--- src/rtl/nibble_adder_pkg.sv ---
// Shared constants and state encoding for the
// nibble-serial adder and its 4-bit datapath.
package nibble_adder_pkg;

  localparam int NIBBLE_W = 4;

  typedef enum logic [1:0] {
    IDLE = 2'b00,
    RUN  = 2'b01,
    DONE = 2'b10
  } nsa_state_t;

endpackage

--- src/rtl/top_carry_select_adder.sv ---
// 4-bit carry-select adder: ripple low pair,
// precomputed upper pair for both carries.
module top_carry_select_adder (
  input  logic [3:0] a,
  input  logic [3:0] b,
  input  logic       cin,
  output logic [3:0] sum,
  output logic       cout
);

  logic [2:0] lo;
  logic [2:0] hi0;
  logic [2:0] hi1;

  // Low pair ripples; the low carry selects the upper result.
  always_comb begin
    lo  = {1'b0, a[1:0]} + {1'b0, b[1:0]} + {2'b00, cin};
    hi0 = {1'b0, a[3:2]} + {1'b0, b[3:2]};
    hi1 = {1'b0, a[3:2]} + {1'b0, b[3:2]} + 3'd1;
    sum[1:0] = lo[1:0];
    {cout, sum[3:2]} = lo[2] ? hi1 : hi0;
  end

endmodule

--- src/rtl/nibble_serial_adder.sv ---
// Multi-cycle adder: one nibble per cycle through
// a 4-bit carry-select adder, LSB nibble first.
module nibble_serial_adder
  import nibble_adder_pkg::*;
#(
  parameter int WIDTH = 16
) (
  input  logic             clk,
  input  logic             rst_n,
  input  logic             in_valid,
  output logic             in_ready,
  input  logic [WIDTH-1:0] a,
  input  logic [WIDTH-1:0] b,
  input  logic             cin,
  output logic             out_valid,
  input  logic             out_ready,
  output logic [WIDTH-1:0] sum,
  output logic             cout,
  output logic             busy
);

  localparam int NIB = WIDTH / NIBBLE_W;
  localparam int CW  = (NIB > 1) ? $clog2(NIB) : 1;
  localparam logic [CW-1:0] LAST = CW'(NIB - 1);

  if ((WIDTH % NIBBLE_W) != 0 || WIDTH < NIBBLE_W) begin : g_bad_width
    $error("nibble_serial_adder: WIDTH must be a multiple of 4 and >= 4");
  end

  nsa_state_t state;
  logic [CW-1:0] cnt;
  logic carry;
  logic [WIDTH-1:0] a_sh;
  logic [WIDTH-1:0] b_sh;
  logic [WIDTH-1:0] sum_sh;
  logic [WIDTH-1:0] sum_sh_nx;
  logic [NIBBLE_W-1:0] nib;
  logic nib_co;

  top_carry_select_adder u_csa (
    .a    (a_sh[NIBBLE_W-1:0]),
    .b    (b_sh[NIBBLE_W-1:0]),
    .cin  (carry),
    .sum  (nib),
    .cout (nib_co)
  );

  // Handshake and status flags decode straight from state.
  always_comb begin
    in_ready  = (state == IDLE);
    out_valid = (state == DONE);
    busy      = (state != IDLE);
  end

  // New nibble enters at the top as the partial sum shifts down.
  always_comb begin
    sum_sh_nx = (sum_sh >> NIBBLE_W)
              | (WIDTH'(nib) << (WIDTH - NIBBLE_W));
  end

  // Control FSM plus operand/sum shift registers.
  always_ff @(posedge clk or negedge rst_n) begin
    if (!rst_n) begin
      state  <= IDLE;
      cnt    <= '0;
      carry  <= 1'b0;
      a_sh   <= '0;
      b_sh   <= '0;
      sum_sh <= '0;
      sum    <= '0;
      cout   <= 1'b0;
    end else begin
      unique case (state)
        IDLE: begin
          if (in_valid) begin
            a_sh  <= a;
            b_sh  <= b;
            carry <= cin;
            cnt   <= '0;
            state <= RUN;
          end
        end
        RUN: begin
          sum_sh <= sum_sh_nx;
          a_sh   <= a_sh >> NIBBLE_W;
          b_sh   <= b_sh >> NIBBLE_W;
          carry  <= nib_co;
          cnt    <= cnt + 1'b1;
          if (cnt == LAST) begin
            sum   <= sum_sh_nx;
            cout  <= nib_co;
            state <= DONE;
          end
        end
        DONE: begin
          if (out_ready) state <= IDLE;
        end
        default: state <= IDLE;
      endcase
    end
  end

endmodule

--- config.mk ---
export PLATFORM = sky130hd
export DESIGN_NAME = nibble_serial_adder
export DESIGN_NICKNAME = d
export VERILOG_FILES = /design/src/rtl/nibble_adder_pkg.sv /design/src/rtl/top_carry_select_adder.sv /design/src/rtl/nibble_serial_adder.sv
export SDC_FILE = /design/constraint.sdc
export NUM_CORES = 1
export LEC_CHECK = 0
export ABC_CLOCK_PERIOD_IN_PS = 1900
export BUFFER_PORTS_ARGS = -buffer_cell sky130_fd_sc_hd__buf_2
export CAP_MARGIN = 25
export CORE_MARGIN = 2
export CORE_UTILIZATION = 50
export DETAILED_ROUTE_END_ITERATION = 10
export HOLD_SLACK_MARGIN = 0.12
export PLACE_DENSITY = 0.76
export SYNTH_ARGS = -nofsm -noshare
export SYNTH_HDL_FRONTEND = slang
export SYNTH_HIERARCHICAL = 1
export SYNTH_SLANG_ARGS = --single-unit
--- constraint.sdc ---
create_clock -name clk -period 1.9 [get_ports clk]
set_input_delay 0.38 -clock clk [delete_from_list [all_inputs] [get_ports clk]]
set_output_delay 0.38 -clock clk [all_outputs]
set_load 0.005 [all_outputs]
==> results.toml <==
[cts]
h-tree-depth = 3
clockRootBuffer = "clkbuf_8"
numCtsBuffers = 9
clk_latency_ns = 0.34
clockBufferDepth = 2
cts_tree = "built"
cts_sinks = 66
clk_pin_slew_ns = 0.07

[floorplan]
start_util_pct = 51.9
die_w_um = 82.6
die_h_um = 82.6
num_rows = 28
core_sq_um = 5960
die_area_sq_um = 6830
top_level_ports = 57

[setup_path]
crit_path_end_kind = "flip-flop"
crit_fanout = 2
setup.worst_path.class = "flip-flop to flip-flop"
crit_path_cell_trace = "ha_2 -> fa_1 -> ha_1 -> mux2_4 -> mux2_2"
cp-start-kind = "flip-flop"
critPathRequiredTime_ns = 2.14
cpPeakStageDelay_ns = 0.46
cp_slowest_cell = "fa_1"
arrival_ns = 2.18

[grt]
antenna_found_initial = 0
grt_pass1_vias = 2051
grt_usage_pct = 19.9
grt_pass1_wl_um = 10000
grt-ovfl-total = 0
grt_max_degree = 48

[job]
drv_cap = 0

[route]
detail_route.wirelength.met1_um = 2760
remaining_drc_errors = 0
ant_nets = 0
viasPerCell = 5.54
maxUsedRoutingLayer = "met4"
num_vias = 2138
routed_wl_um = 5960
drt_iter0_drc = 82
wl_per_cell_um = 15.5
routed-wl-met3_um = 325
dr.pass1.iters = 4
wl_met2_um = 2790

[timing]
worst_slew_pin_slew_ns = 0.486
finalMaxSlewViolations = 0
setup_viol = 2
fin_crit_sh_pct = 102
rsz0062_at_grt = "yes"
setup_tns_ns = -0.0866
slew_headroom_pct = 67.6
fin_skew_ns = 0.00749
fin_crit_ns = 1.95
fin_ws_ns = -0.0466
fmax_mhz = 514
finalHoldViolations = 0

[yosys]
synthFlopType = "dfrtp_1"
synth_fp_nets = 286
synth_area_sq_um = 3090
synth_cell_types = 32
synth.ff_latch_count = 66
async_flop_share_pct = 100
synth_area_per_cell_sq_um = 12.7
yosysSeqAreaShare_pct = 53.4
synth_edf_count = 0
netlist_instances = 243
synth_warnings = 6

[final_layout]
area_growth_pct = 20.9
utilization_pct = 62.8
final_common_cell = "dfrtp_1"
drive_gt1_share_pct = 41.5
mostFrequentLayoutCells = "65 x dfrtp_1, 56 x buf_2, 28 x mux2_2"
num_antenna_cells = 0
nets = 349

[hold_path]
hold_path.class = "input port to flip-flop"

[outcome]
run_status = "complete, but fails checks"
violations = "negative setup slack"

[placed_design]
io_buffers = 56
dp_hpwl_um = 4040
place_congestion = 0.752

[pwr]
power_mw = 6.81
p_leak_nw = 1.75
p_per_area_nw_per_um2 = 1820
ir_drop_mv = 0.844
-- registers in the layout (all words and copies together) (netlist names) --
signal and cells:
cnt 2, cout 1, state 2, sum_sh 12
sum 16, b_sh 16, a_sh 16, carry 1
-- Yosys cell counts (2+ instances only) --
library cell  number  area share [%]
dfrtp_1           66              53
mux2_2            28              10
inv_1             26             3.2
a211oi_1          18             4.4
nor3b_1           18             4.4
nor4b_1           18             5.1
buf_2             12             1.9
a22o_1             7             2.0
o221a_2            7             2.5
or4b_1             7             2.3
clkbuf_1           5            0.61
nand2b_1           4            0.81
fa_1               3             1.9
ha_1               3             1.2
nand2_1            3            0.36
buf_6              2            0.73
-- layout make-up --
type                            instances  area, sq um
Clock buffer                           11          141
Clock inverter                          5         77.6
Fill cell                             483         2220
Inverter                               26         97.6
Multi-Input combinational cell        131         1240
Sequential cell                        66         1650
Tap cell                               75         93.8
Timing Repair Buffer                   72          435
-- repair_timing --
action,in CTS,in global routing
endpoints found under the setup margin,2,5
pin swaps,1,0
endpoints found under the hold margin,19,0
resized for setup,0,1
hold buffers,1,0
setup buffers,0,1
-- worst max-delay path, delay by kind of cell, from the launching register on --
family     cells  cell delay [ns]
fa+ha+maj      3             0.94
mux            2             0.53
flops          1             0.38
-- power breakdown --
group	internal, mW	leakage (nW)	switching (mW)
clock network	0.770	0.109	0.519
logic	1.65	0.851	1.32
registers	2.12	0.786	0.429
-- routing by layer --
layer  up-vias  track usage (%)
met5         -                0
met1      1051             26.1
li1       1014                -
met4         0             6.39
met2        64             31.5
met3         9             6.30
-- worst paths after layout --
kind | startpoint | end | slack (ns) | depth (start not counted)
max in group asynchronous | rst_n | a_sh[6] | 0.76 | 3
min | out_ready | state[1] | 0.24 | 2
max reg2reg | b_sh[2] | sum[15] | -0.05 | 5
min in group asynchronous | rst_n | sum_sh[14] | 0.53 | 2
max | b_sh[2] | sum[15] | -0.05 | 5
min reg2reg | sum_sh[6] | sum[2] | 0.49 | 1
-- cell families after synthesis --
logic type / Yosys count / synth area share [%]
fa+ha+maj: 6 / 3.16
flops: 66 / 53.4
compound gates: 38 / 10.4
xor+xnor: 2 / 0.567
mux: 31 / 11.4
simple gates: 54 / 14.4
buf+inv: 46 / 6.60
-- per-stage QoR --
step	instances	hold slack [ns]	area, sq um	setup slack (ns)
5_1_grt	386	0.245	3740	-0.0984
6_report	386	0.236	3740	-0.0466
4_1_cts	384	0.221	3710	-0.0534
2_1_floorplan	243	0.0844	3090	-0.00557
3_3_place_gp	367	0.358	3480	-0.0246
3_5_place_dp	367	0.367	3480	-0.0872
Note: power is estimated with default switching activity, not from simulation.
